$ cat config.mk
export PLATFORM = sky130hd
export DESIGN_NAME = amount_display
export DESIGN_NICKNAME = d
export VERILOG_FILES = /design/src/rtl/amount_display.sv
export SDC_FILE = /design/constraint.sdc
export NUM_CORES = 1
export LEC_CHECK = 0
export ABC_AREA = 1
export BUFFER_PORTS_ARGS = -buffer_cell sky130_fd_sc_hd__clkbuf_2
export CAP_MARGIN = 20
export CORE_MARGIN = 2
export CORE_UTILIZATION = 60
export DETAILED_ROUTE_END_ITERATION = 6
export MAX_ROUTING_LAYER = met4
export PLACE_DENSITY = 0.79
export SYNTH_ARGS = -nofsm -noshare
export SYNTH_HDL_FRONTEND = slang
export SYNTH_SLANG_ARGS = --single-unit
$ cat constraint.sdc
create_clock -name clk -period 2.6 [get_ports clk]
set_clock_uncertainty 0.15 [all_clocks]
set_input_delay 0.52 -clock clk [delete_from_list [all_inputs] [get_ports clk]]
set_output_delay 0.52 -clock clk [all_outputs]
set_load 0.005 [all_outputs]
$ cat src/rtl/amount_display.sv
// amount_display: binary coin total -> BCD (double-dabble) -> 4-digit
// multiplexed active-low seven-segment display with leading-zero blanking.
//
// Ports:
//   clk     in   system clock, rising edge
//   reset   in   asynchronous, active-high
//   change  in   one-cycle strobe, amount valid in the same cycle
//   amount  in   [7:0] binary total 0..255
//   seg     out  [6:0] segments {g,f,e,d,c,b,a}, active-low, registered
//   an      out  [3:0] anodes, active-low, registered (an[3] always off)
//   dp      out  decimal point, constant off
//   busy    out  high while a conversion is running

module amount_display #(
    parameter int REFRESH_DIV = 100000
) (
    input  logic       clk,
    input  logic       reset,
    input  logic       change,
    input  logic [7:0] amount,
    output logic [6:0] seg,
    output logic [3:0] an,
    output logic       dp,
    output logic       busy
);

    localparam int CW = (REFRESH_DIV > 1) ? $clog2(REFRESH_DIV) : 1;
    localparam logic [CW-1:0] SCAN_LAST = CW'(REFRESH_DIV - 1);
    localparam logic [6:0] SEG_OFF = 7'h7F;

    typedef enum logic {
        IDLE,
        CONV
    } state_t;

    state_t      state_q;
    logic [7:0]  bin_q;
    logic [11:0] bcd_q;
    logic [11:0] disp_bcd_q;
    logic [2:0]  iter_q;
    logic        pending_q;

    logic [CW-1:0] scan_q;
    logic [1:0]    digit_q;
    logic [6:0]    seg_q;
    logic [3:0]    an_q;

    logic [11:0] bcd_adj;
    logic [11:0] bcd_d;
    logic [7:0]  bin_d;
    logic [6:0]  seg_d;
    logic [3:0]  an_d;

    // One double-dabble step: correct every nibble >= 5, then shift
    // {bcd, bin} left. Running the correction ahead of each shift makes the
    // usual post-shift correction after the last shift unnecessary.
    always_comb begin
        bcd_adj = bcd_q;
        for (int i = 0; i < 3; i++) begin
            if (bcd_q[4*i +: 4] >= 4'd5) begin
                bcd_adj[4*i +: 4] = bcd_q[4*i +: 4] + 4'd3;
            end
        end
        {bcd_d, bin_d} = {bcd_adj[10:0], bin_q, 1'b0};
    end

    // Conversion FSM. A rerun requested during a conversion (pending, or a
    // strobe on the last shift) restarts straight from the commit edge so
    // busy never drops between back-to-back conversions.
    always_ff @(posedge clk or posedge reset) begin
        if (reset) begin
            state_q    <= IDLE;
            bin_q      <= '0;
            bcd_q      <= '0;
            disp_bcd_q <= '0;
            iter_q     <= '0;
            pending_q  <= 1'b0;
        end else begin
            unique case (state_q)
                IDLE: begin
                    if (change) begin
                        bin_q   <= amount;
                        bcd_q   <= '0;
                        iter_q  <= '0;
                        state_q <= CONV;
                    end
                end
                CONV: begin
                    bin_q  <= bin_d;
                    bcd_q  <= bcd_d;
                    iter_q <= iter_q + 3'd1;
                    if (change) begin
                        pending_q <= 1'b1;
                    end
                    if (iter_q == 3'd7) begin
                        disp_bcd_q <= bcd_d;
                        if (pending_q || change) begin
                            bin_q     <= amount;
                            bcd_q     <= '0;
                            iter_q    <= '0;
                            pending_q <= 1'b0;
                        end else begin
                            state_q <= IDLE;
                        end
                    end
                end
                default: state_q <= IDLE;
            endcase
        end
    end

    function automatic logic [6:0] decode(input logic [3:0] d);
        logic [6:0] s;
        unique case (d)
            4'd0:    s = 7'h40;
            4'd1:    s = 7'h79;
            4'd2:    s = 7'h24;
            4'd3:    s = 7'h30;
            4'd4:    s = 7'h19;
            4'd5:    s = 7'h12;
            4'd6:    s = 7'h02;
            4'd7:    s = 7'h78;
            4'd8:    s = 7'h00;
            4'd9:    s = 7'h10;
            default: s = SEG_OFF;
        endcase
        return s;
    endfunction

    logic [3:0] hund;
    logic [3:0] tens;
    logic [3:0] units;
    logic       hund_blank;
    logic       tens_blank;

    assign hund  = disp_bcd_q[11:8];
    assign tens  = disp_bcd_q[7:4];
    assign units = disp_bcd_q[3:0];
    assign hund_blank = (hund == 4'd0);
    assign tens_blank = hund_blank && (tens == 4'd0);

    always_comb begin
        an_d  = 4'b1111;
        seg_d = SEG_OFF;
        unique case (digit_q)
            2'd0: begin
                an_d  = 4'b1110;
                seg_d = decode(units);
            end
            2'd1: begin
                if (!tens_blank) begin
                    an_d  = 4'b1101;
                    seg_d = decode(tens);
                end
            end
            2'd2: begin
                if (!hund_blank) begin
                    an_d  = 4'b1011;
                    seg_d = decode(hund);
                end
            end
            default: begin
                an_d  = 4'b1111;
                seg_d = SEG_OFF;
            end
        endcase
    end

    // Scan: slot index advances on counter wrap; outputs are registered
    // from the current slot so seg and an always switch together.
    always_ff @(posedge clk or posedge reset) begin
        if (reset) begin
            scan_q  <= '0;
            digit_q <= '0;
            seg_q   <= SEG_OFF;
            an_q    <= 4'b1111;
        end else begin
            if (scan_q == SCAN_LAST) begin
                scan_q  <= '0;
                digit_q <= digit_q + 2'd1;
            end else begin
                scan_q <= scan_q + 1'b1;
            end
            seg_q <= seg_d;
            an_q  <= an_d;
        end
    end

    assign seg  = seg_q;
    assign an   = an_q;
    assign dp   = 1'b1;
    assign busy = (state_q == CONV);

endmodule

== Word-level counts from Yosys, hierarchy flattened ==
Memory sizes are Yosys's and may differ from the RTL's.
Index checks and enable logic that the tools add are counted.
Widths: inputs -> output; s select.
Storage, ports and cells
  bits in registers: 67
  bits in read-only memories: 336
  bits of input ports: 11
  output and inout port bits: 13
  word-level logic and storage cells: 63
  memories: 3
Operators by class
  $add $sub $neg: 6
  order comparisons: 3
  equality and inequality tests: 5
  multiplexer cells: 29
  bitwise gates (word level): 1
  reduce and logical (&&, ||, !) cells: 6
Memory list
  (name not given): words 16, width 7, rd ports 1, clocked after memory_dff 0, wr ports 0, RTL line 114  | unique case (d)
  (name not given): words 16, width 7, rd ports 1, clocked after memory_dff 0, wr ports 0, RTL line 114
  (name not given): words 16, width 7, rd ports 1, clocked after memory_dff 0, wr ports 0, RTL line 114
Operator list (count)
  $mux 12: 3
  $mux 8: 3
  $pmux 12 s2: 1
  $pmux 7 s3: 1
  $add 17x1->17 const B: 1
  $eq 17x17->1 const B: 1
  $mux 17: 1
  $pmux 8 s2: 1
  $mux 3: 5
  $mux 7: 2
  $ge 4x3->1 const B: 3
  $pmux 3 s3: 1
  $add 4x2->4 const B: 2
  $logic_not 4->1: 2
  $mux 4: 2
  $mux 1: 6
  $pmux 3 s2: 1
  $add 3x1->3 const B: 1
  $add 3x2->3 const B: 1
  $eq 3x3->1 const B: 1
  $add 2x1->2 const B: 1
  $eq 2x1->1 const B: 1
  $eq 2x2->1 const B: 1
  $logic_not 2->1: 1
  other kinds (7): 7

== Logic depth before layout (Yosys ltp) ==
Gate-level depths: netlist of run 1.
  depth in word-level cells: 5
  gate-level depth with buffers: 9
  mapped depth without buffers: 9

== Least setup slack after synthesis of run 1 ==
Ideal clock, no wire load.
  path kind: register to register
  start: register iter_q[0]
  end: register disp_bcd_q[6]
  library setup time: 135 ps
  arrival: 1204 ps
  required time: 2315 ps
  setup slack: 1110 ps
  stages on the path, launching flop included: 6
  period minus slack after synthesis: 1490 ps
  path through: dfrtp_1 -> ha_1 -> ha_1 -> nand2_1 -> clkbuf_1 -> o21ai_0
On the way
  cells in the longest elaborated chain, start to end: 2
RTL lines
  from (decl): RTL line 40  | logic [2:0] iter_q;
  from (signal assigned): RTL line 91  | iter_q <= iter_q + 3'd1;
  $eq 3x3->1: RTL line 95  | if (iter_q == 3'd7) begin
  $reduce_and 2->1 (no source line)
  to (signal assigned): RTL line 75  | disp_bcd_q <= '0;
  to (signal assigned): RTL line 96  | disp_bcd_q <= bcd_d;
  to (decl): RTL line 39  | logic [11:0] disp_bcd_q;
Every way passes these cells.
A chain may end at the register's enable or synchronous reset.

== Worst setup path in the final report of run 1 ==
  start: register iter_q[0]
  end: register pending_q
On the way
  cells in the longest elaborated chain, start to end: 2
RTL lines
  $eq 3x3->1: RTL line 95
  $mux 1: RTL line 95
  to (signal assigned): RTL line 77  | pending_q <= 1'b0;
  to (signal assigned): RTL line 93  | pending_q <= 1'b1;
  to (signal assigned): RTL line 101  | pending_q <= 1'b0;
  to (decl): RTL line 41  | logic pending_q;
Every way passes these cells.

==> metrics.cfg, run 1 <==
[logic_synthesis]
ys_top_cells_by_area = dfrtp_1, nand2_1, ha_1
netlist_area_mm2 = 0.003874
async_flop_share_pct = 100.0
yosysTopAreaCellShare_pct = 36.18
yosysSeqAreaShare_pct = 42.96
yosys_warnings = 0
synthCells = 504
postSynthAreaPerCell_um2 = 7.686
synthTopCellsByCount = nand2_1, inv_1, dfrtp_1
yosysTopAreaCell = dfrtp_1
synth_cell_types = 32
synth_seq_cells = 66
ys.flop_type = dfrtp_1
synth_edf_count = 0
synth.most_common_cell = nand2_1

[cells_and_area]
nets = 571
diodes = 0
ff_latch_area_mm2 = 0.001664
nFillCells = 528
drive_above_1_share_pct = 11.61
multi_input_comb_area_mm2 = 0.001846
syn_to_final_growth_pct = 9.819

[critical_path]
crit_family = adder cells
critPathSlowestCell = dfrtp_1
timing.rr.end = pending_q$_DFFE_PP0P_
ff2ff_path_depth = 5
critPathKind = register to register
path_common_cell = ha_1
cp-end-kind = register
path_buf_inv = 1
critPathLaunch = iter_q[0]$_DFFE_PP0P_
path_max_fanout = 14
max_stage_delay_ns = 0.39
startpoint_type = register
crit_path_end = pending_q$_DFFE_PP0P_
worstPathCellList = ha_1 -> ha_1 -> nand2_1 -> inv_1 -> a211oi_1
r2r_start = iter_q[0]$_DFFE_PP0P_
r2r_slack_ns = 0.71
worstPathArrival_ns = 1.99
worst_ep_required_time_ns = 2.70
cp.depth = 5

[route]
remaining_drc_errors = 0
ant_nets = 0
vias = 3208
wl_per_cell_um = 12.07
wirelength_um = 7377
first_pass_iters = 5
drt_iter0_drc = 220
avgViaCountPerCell = 5.250

[power]
worst_ir_drop_vdd_uv = 774.8
switching_share_pct = 42.30
power.share.sequential_pct = 36.9
power_frac_comb_pct = 43.7
clockPowerShare_pct = 19.4
p_switching_mw = 1.895
p_int_mw = 2.584
finalPower_mw = 4.479
power_density_mw_per_mm2 = 1053
leakage_nw = 2.250

[clocking]
path_clk_slew_ns = 0.07
cts_resized = 0
cts_buffers = 9
cts-root-buf = clkbuf_8
clock_latency_ns = 0.35
h-tree-depth = 3
cts_sinks = 66
hold_buffers = 0
tritoncts = done
postCtsSetupBuffers = 0
ctsLongestPathBuffers = 2

[sta]
tns_ns = 0
rsz0062_at_grt = no
final.min_clock_period_ns = 1.886
maxSlewViolCount = 0
finalHoldViolCount = 0
fin_crit_sh_pct = 72.54
clock.fmax_ghz = 0.5302
finalSetupViolCount = 0

[global_routing]
grt_use_total_pct = 23.48
grt_pass1_wl_um = 13000
grt_max_degree = 67
antenna_found_initial = 0
grt-ovfl-total = 0
grt_pass1_vias = 2937

[floorplan]
pin_count = 24
die_h_um = 84.35
core-area_mm2 = 0.006314
placementRows = 29
fp.dieW_um = 84.35
dieArea_mm2 = 0.007115
start_util_pct = 61.36

[place]
gp_congestion = 0.9500
place_hpwl_um = 5368
io_buffers = 21

[run_status]
status = complete, no violations

[job]
maxCapViolations = 0

[hold_path]
hold_path.class = primary input to asynchronous set/reset pin

==> power groups by stage <==
stage / Combinational (mW) / Sequential (mW) / Clock, mW
3_5_place_dp: 1.95 / 1.67 / 0
6_report: 1.96 / 1.65 / 0.870
5_1_grt: 2.30 / 1.70 / 0.937
3_3_place_gp: 1.86 / 1.66 / 0
2_1_floorplan: 1.52 / 1.60 / 0
4_1_cts: 1.96 / 1.65 / 0.884
==> tightest hold or removal path: cells and delay by family <==
kind	cells	cell delay (ns)
buffers and inverters	3	0.43
==> through the flow <==
stage	instance area, um2	cells	hold slack, ns	utilization (%)	worst slack, ns
finish	4254	611	0.05982	67.38	0.7141
global route	4254	611	0.09275	67.38	0.5249
CTS	4254	611	0.06587	67.38	0.6943
detailed placement	4061	596	0.3038	64.33	0.7187
global placement	4061	596	0.2955	64.33	0.8146
floorplan	3877	505	0.2802	-	0.2917
==> layout by cell type, fill, tap and decap left out, types with 2 or more instances in the layout <==
cell type,instances
xor2_1,7
clkbuf_2,21
buf_4,2
nand3_1,53
nand2_2,4
a21oi_1,8
dfrtp_1,56
o21ai_1,2
inv_1,80
nor2_1,42
a22o_1,2
nand2_1,132
dfstp_2,10
nor2_2,2
o221ai_1,7
nand4_1,8
o21ai_0,34
clkinv_2,2
conb_1,2
clkbuf_8,10
o22ai_1,2
nor2_4,2
inv_2,3
clkinvlp_4,2
ha_1,30
==> flip-flops by register name, summed over array words and instances, names as in the netlist <==
name and flops:
scan_q 17, bcd_q 12, disp_bcd_q 12, bin_q 8, seg 7, an 3
iter_q 3, digit_q 2, busy 1, pending_q 1
==> layer usage <==
layer	up-vias	track usage [%]	wire length, um
met5	-	-	0
met4	0	9.091	144
met3	17	5.605	330
met2	76	35.93	3365
met1	1464	30.51	3537
li1	1651	-	-
==> area by class of cell <==
type / instances / area share, %
timing repair buffer: 24 / 3.294
clock buffer: 10 / 3.235
multi-input combinational: 345 / 43.38
clock inverter: 5 / 1.294
inverter: 84 / 7.412
sequential: 66 / 39.12
tap: 77 / 2.265
==> how the worst min path moves through the flow <==
stage / startpoint / endpoint / slack [ns] / cells after the start
2_1_floorplan: scan_q[0]$_DFF_PP0_ / scan_q[0]$_DFF_PP0_ / 0.28 / 1
3_5_place_dp: scan_q[0]$_DFF_PP0_ / scan_q[0]$_DFF_PP0_ / 0.30 / 1
3_3_place_gp: scan_q[0]$_DFF_PP0_ / scan_q[0]$_DFF_PP0_ / 0.30 / 1
4_1_cts: reset / bin_q[1]$_DFFE_PP0P_ / 0.07 / 3
5_1_grt: reset / scan_q[11]$_DFF_PP0_ / 0.09 / 3
6_report: reset / bin_q[1]$_DFFE_PP0P_ / 0.06 / 3
==> cells by family (layout without fill, tap and decap cells) <==
kind of cell | count (synthesis) | count (layout) | synth area share (%)
simple gates | 245 | 245 | 26.94
buf+inv | 94 | 123 | 9.496
flops | 66 | 66 | 42.96
compound gates | 61 | 61 | 9.238
fa+ha+maj | 30 | 30 | 9.690
xor+xnor | 7 | 7 | 1.583
other cells | 1 | 2 | 0.09681
No activity file was read; power rests on OpenSTA's default activity.
==> run 2: changes to the inputs <==
==> constraint.sdc (replaced) <==
create_clock -name clk -period 1.9 [get_ports clk]
set_clock_uncertainty 0.15 [all_clocks]
set_input_delay 0.38 -clock clk [delete_from_list [all_inputs] [get_ports clk]]
set_output_delay 0.38 -clock clk [all_outputs]
set_load 0.005 [all_outputs]
==> run 2 against run 1 <==
Cell area rose by 1.2%. Sequential power increased by 37%. Sequential cell count unchanged. Critical path depth rose by 2. Combinational power increased by 39%. Die area unchanged. Global-route usage rose by 0.65 points. Worst hold slack improved by 0.060 ns. Utilization rose by 0.79 points. Clock power up 34%. Largest cell class unchanged.
==> metrics.cfg, run 2 (same netlist as run 1, synthesis figures left out) <==
[critical_path]
critPathLaunch = iter_q[0]$_DFFE_PP0P_
ff2ff_path_depth = 7
path_max_fanout = 9
timing.rr.end = bcd_q[4]$_DFFE_PP0P_
max_stage_delay_ns = 0.38
worstPathArrival_ns = 1.76
r2r_slack_ns = 0.20
path_common_cell = nand2_1
worst_ep_required_time_ns = 1.97
worstPathCellList = ha_1 -> ha_1 -> nand2_1 -> nand2_1 -> clkinv_1 -> nand2_1 -> o21ai_0
r2r_start = iter_q[0]$_DFFE_PP0P_
cp-end-kind = register
critPathKind = register to register
critPathSlowestCell = dfrtp_1
startpoint_type = register

[place]
io_buffers = 21
place_hpwl_um = 5698
placedCellCount = 599
gp_congestion = 0.9444

[cells_and_area]
stdcell_count = 616
largest_register_ffs = 17
final_common_cell = nand2_1
reg.largest.list = scan_q: 17 flops, bcd_q: 12 flops, disp_bcd_q: 12 flops
nFillCells = 540
drive_above_1_share_pct = 12.06
syn_to_final_growth_pct = 11.11
nets = 575
regMostFlops = scan_q
layout_common_cells = nand2_1, inv_1, dfrtp_1
diodes = 0

[sta]
tns_ns = 0
rsz0062_at_grt = no
final.min_clock_period_ns = 1.699
finalHoldViolCount = 0
clock.fmax_ghz = 0.5888
finalSetupViolCount = 0
maxSlewViolCount = 0
fin_crit_sh_pct = 89.40

[clocking]
h-tree-depth = 3
hold_buffers = 1
cts_resized = 0
ctsLongestPathBuffers = 2
clock_latency_ns = 0.35
path_clk_slew_ns = 0.08
postCtsSetupBuffers = 0
cts_sinks = 66
cts_buffers = 9
cts-root-buf = clkbuf_8
tritoncts = done

[global_routing]
grt_pass1_wl_um = 13500
antenna_found_initial = 0
grt-ovfl-total = 0
grt_max_degree = 33
grt_pass1_vias = 3088
grt_use_total_pct = 24.12

[power]
power.share.sequential_pct = 36.7
power_frac_comb_pct = 44.2
worst_ir_drop_vdd_uv = 1016
clockPowerShare_pct = 19.0
p_int_mw = 3.529
switching_share_pct = 42.62
p_switching_mw = 2.621
leakage_nw = 2.265
power_density_mw_per_mm2 = 1429

[route]
first_pass_iters = 5
avgViaCountPerCell = 5.245
remaining_drc_errors = 0
wirelength_um = 7515
ant_nets = 0
wl_per_cell_um = 12.20
drt_iter0_drc = 165
vias = 3231

[hold_path]
hold_depth = 3
hold_path.class = primary input to register
hold_end = bin_q[6]$_DFFE_PP0P_
min_from = amount[6]

[floorplan]
dieArea_mm2 = 0.007115
placementRows = 29
die_h_um = 84.35
core-area_mm2 = 0.006314
start_util_pct = 61.36
pin_count = 24
fp.dieW_um = 84.35

[job]
maxCapViolations = 0

[run_status]
status = complete, no violations

run 2: cell types whose count changed in the layout (fill, tap and decap cells not counted), sizes merged:
cell	delta
clkinvlp	+2
buf	+3
dlygate4sd3	+1
clkinv	-1
run 2: layout make-up:
cell class	instances	area [um2]	share of cell area, %
well taps	77	96.34	2.238
clock inverters	6	66.31	1.541
clock buffers	10	127.6	2.965
repair buffers	28	185.2	4.302
flip-flops and latches	66	1664	38.66
multi-input cells	345	1846	42.88
inverters	84	319.1	7.413
run 2: metrics by stage:
stage | worst slack, ns | hold WS, ns | utilization (%) | instance area, um2 | total power, mW
floorplan | 0.4105 | 0.2802 | - | 3881 | 4.271
global placement | 0.2889 | 0.2324 | 64.94 | 4100 | 4.827
detailed placement | 0.2175 | 0.2376 | 64.94 | 4100 | 4.980
CTS | 0.2091 | 0.1127 | 68.17 | 4304 | 6.160
global route | 0.04511 | 0.1102 | 68.17 | 4304 | 6.749
finish | 0.2015 | 0.1195 | 68.17 | 4304 | 6.150
run 2: worst max path at each step:
| stage | endpoint | slack (ns) | cells past startpoint |
|---|---|---|---|
| after floorplan | disp_bcd_q[6]$_DFFE_PP0P_ | 0.41 | 5 |
| after global placement | seg[1]$_DFF_PP1_ | 0.29 | 8 |
| after detailed placement | bin_q[4]$_DFFE_PP0P_ | 0.22 | 7 |
| after CTS | bin_q[4]$_DFFE_PP0P_ | 0.21 | 7 |
| after global routing | bcd_q[4]$_DFFE_PP0P_ | 0.05 | 7 |
| final | bcd_q[4]$_DFFE_PP0P_ | 0.20 | 7 |
run 2: power by group through the flow:
stage	sequential [mW]	combinational [mW]	clock, mW
6_report	2.26	2.72	1.17
3_5_place_dp	2.28	2.70	0
3_3_place_gp	2.26	2.56	0
4_1_cts	2.26	2.71	1.19
5_1_grt	2.33	3.15	1.27
2_1_floorplan	2.19	2.08	0
run 2: per-layer routing:
metal | GRT usage, % | vias to the layer above | wire length, um
met5 | - | - | 0
met3 | 5.900 | 11 | 336
met4 | 9.524 | 0 | 124
li1 | - | 1655 | -
met1 | 31.59 | 1493 | 3604
met2 | 36.44 | 72 | 3449
run 2: worst max-delay path, delay by kind of cell (launching register included):
kind | cells | cell delay [ns]
adders and majority gates | 2 | 0.33
AOI/OAI and AO/OA | 1 | 0.11
DFF | 1 | 0.38
and+or+nand+nor | 3 | 0.33
buffers and inverters | 1 | 0.26
==> run 3: changes to the inputs <==
--- a/config.mk
+++ b/config.mk
@@ -10,6 +10,7 @@
 export CAP_MARGIN = 20
 export CORE_MARGIN = 2
 export CORE_UTILIZATION = 60
+export CTS_BUF_LIST = sky130_fd_sc_hd__clkbuf_16
 export DETAILED_ROUTE_END_ITERATION = 6
 export MAX_ROUTING_LAYER = met4
 export PLACE_DENSITY = 0.79
==> run 3 against run 2 <==
Non-clock buffer count did not move. Critical path depth up 1. Power increased by 7.9%. Die area unchanged. Routed wire length increased by 2.6%. Largest power group unchanged. Worst hold slack better by 0.023 ns. Cell area up 2.4%.
==> metrics.cfg, run 3 (same netlist as run 1, synthesis figures left out) <==
[route]
wl_per_cell_um = 12.51
ant_nets = 0
vias = 3289
remaining_drc_errors = 0
wirelength_um = 7708
avgViaCountPerCell = 5.339
drt_iter0_drc = 211
first_pass_iters = 5

[power]
switching_share_pct = 40.64
power_frac_comb_pct = 41.4
leakage_nw = 2.315
p_switching_mw = 2.696
p_int_mw = 3.938
clockPowerShare_pct = 24.5
power_density_mw_per_mm2 = 1506
worst_ir_drop_vdd_uv = 1063
power.share.sequential_pct = 34.1

[floorplan]
dieArea_mm2 = 0.007115
fp.dieW_um = 84.35
pin_count = 24
placementRows = 29
start_util_pct = 61.36
core-area_mm2 = 0.006314
die_h_um = 84.35

[hold_path]
hold_path.class = primary input to register

[critical_path]
worstPathCellList = inv_1 -> ha_1 -> inv_1 -> a21oi_1 -> nand2_1 -> nand2_1 -> inv_1 -> nand3_1
critPathKind = register to register
path_max_fanout = 6
max_stage_delay_ns = 0.41
worstPathArrival_ns = 1.82
cp-end-kind = register
worst_ep_required_time_ns = 2.02
critPathSlowestCell = dfrtp_1
startpoint_type = register
path_common_cell = inv_1

[global_routing]
grt_use_total_pct = 24.57
grt_max_degree = 33
antenna_found_initial = 0
grt_pass1_vias = 3130
grt-ovfl-total = 0
grt_pass1_wl_um = 13750

[clocking]
path_clk_slew_ns = 0.06
h-tree-depth = 3
clock_latency_ns = 0.33
tritoncts = done
cts-root-buf = clkbuf_16
cts_sinks = 66
cts_buffers = 9
ctsLongestPathBuffers = 2

[run_status]
status = complete, no violations

[cells_and_area]
nets = 575
diodes = 0
layout_common_cells = nand2_1, inv_1, dfrtp_1
reg.largest.list = scan_q: 17 flops, bcd_q: 12 flops, disp_bcd_q: 12 flops
regMostFlops = scan_q
syn_to_final_growth_pct = 13.73
largest_register_ffs = 17
final_cell_area_mm2 = 0.004405
nFillCells = 520
drive_above_1_share_pct = 12.06
final_common_cell = nand2_1

[sta]
finalSetupViolCount = 0
clock.fmax_ghz = 0.5887
tns_ns = 0
maxSlewViolCount = 0
fin_crit_sh_pct = 89.41
final.min_clock_period_ns = 1.699
finalHoldViolCount = 0
rsz0062_at_grt = no

[place]
io_buffers = 21
place_hpwl_um = 5698
gp_congestion = 0.9444
dpl-instance-area_mm2 = 0.004100

[job]
maxCapViolations = 0

-- run 3: cell count changes in the layout (fill, tap and decap cells not counted), sizes merged --
cell	change
clkbuf	-1
inv	+1
-- run 3: power by group through the flow --
stage | registers, mW | logic, mW | clock network (mW)
2_1_floorplan | 2.19 | 2.08 | 0
3_3_place_gp | 2.26 | 2.56 | 0
3_5_place_dp | 2.28 | 2.70 | 0
4_1_cts | 2.26 | 2.73 | 1.64
5_1_grt | 2.33 | 3.17 | 1.72
6_report | 2.26 | 2.75 | 1.62
-- run 3: final cells by class --
class                           count  area (um2)  share of cell area [%]
Timing Repair Buffer               28       185.2                   4.203
Tap cell                           77       96.34                   2.187
Sequential cell                    66        1664                   37.77
Clock buffer                        9       225.2                   5.112
Clock inverter                      7       70.07                   1.590
Inverter                           84       319.1                   7.242
Multi-Input combinational cell    345        1846                   41.89
-- run 3: worst paths after layout --
path,startpoint,endpoint,slack (ns),depth (start not counted)
max reg2reg,digit_q[0]$_DFFE_PP0N_,seg[1]$_DFF_PP1_,0.20,8
max,digit_q[0]$_DFFE_PP0N_,seg[1]$_DFF_PP1_,0.20,8
min reg2reg,scan_q[0]$_DFF_PP0_,scan_q[0]$_DFF_PP0_,0.34,1
min,amount[6],bin_q[6]$_DFFE_PP0P_,0.14,3
min in group asynchronous,reset,scan_q[1]$_DFF_PP0_,0.44,3
max in group asynchronous,reset,seg[5]$_DFF_PP1_,0.64,4
-- run 3: worst max-delay path: cells and delay by family (launching register included) --
family / cells / cell delay, ns
compound gates: 1 / 0.33
flops: 1 / 0.41
buf+inv: 3 / 0.25
simple gates: 3 / 0.27
fa+ha+maj: 1 / 0.22
-- run 3: through the flow --
step | instances | setup slack, ns | util, % | hold slack [ns] | power (mW)
2_1_floorplan | 505 | 0.4105 | - | 0.2802 | 4.271
3_3_place_gp | 599 | 0.2889 | 64.94 | 0.2324 | 4.827
3_5_place_dp | 599 | 0.2175 | 64.94 | 0.2376 | 4.980
5_1_grt | 616 | 0.05980 | 69.78 | 0.1451 | 7.222
4_1_cts | 616 | 0.2127 | 69.78 | 0.1434 | 6.632
6_report | 616 | 0.2012 | 69.78 | 0.1430 | 6.634
-- run 3: repair_timing --
| item | in CTS | in global routing |
|---|---|---|
| endpoints found under the setup margin | 0 | 0 |
| hold endpoints to repair | 14 | 0 |
| resized for setup | 0 | 0 |
| hold buffers | 1 | 0 |
| setup buffers | 0 | 0 |
-- run 3: layer usage --
layer  up-vias  track usage [%]  wire [um]
li1       1663                -          -
met1      1502            32.04       3537
met2       107            37.59       3558
met3        17            5.211        449
met4         0            10.25        163
met5         -                -          0
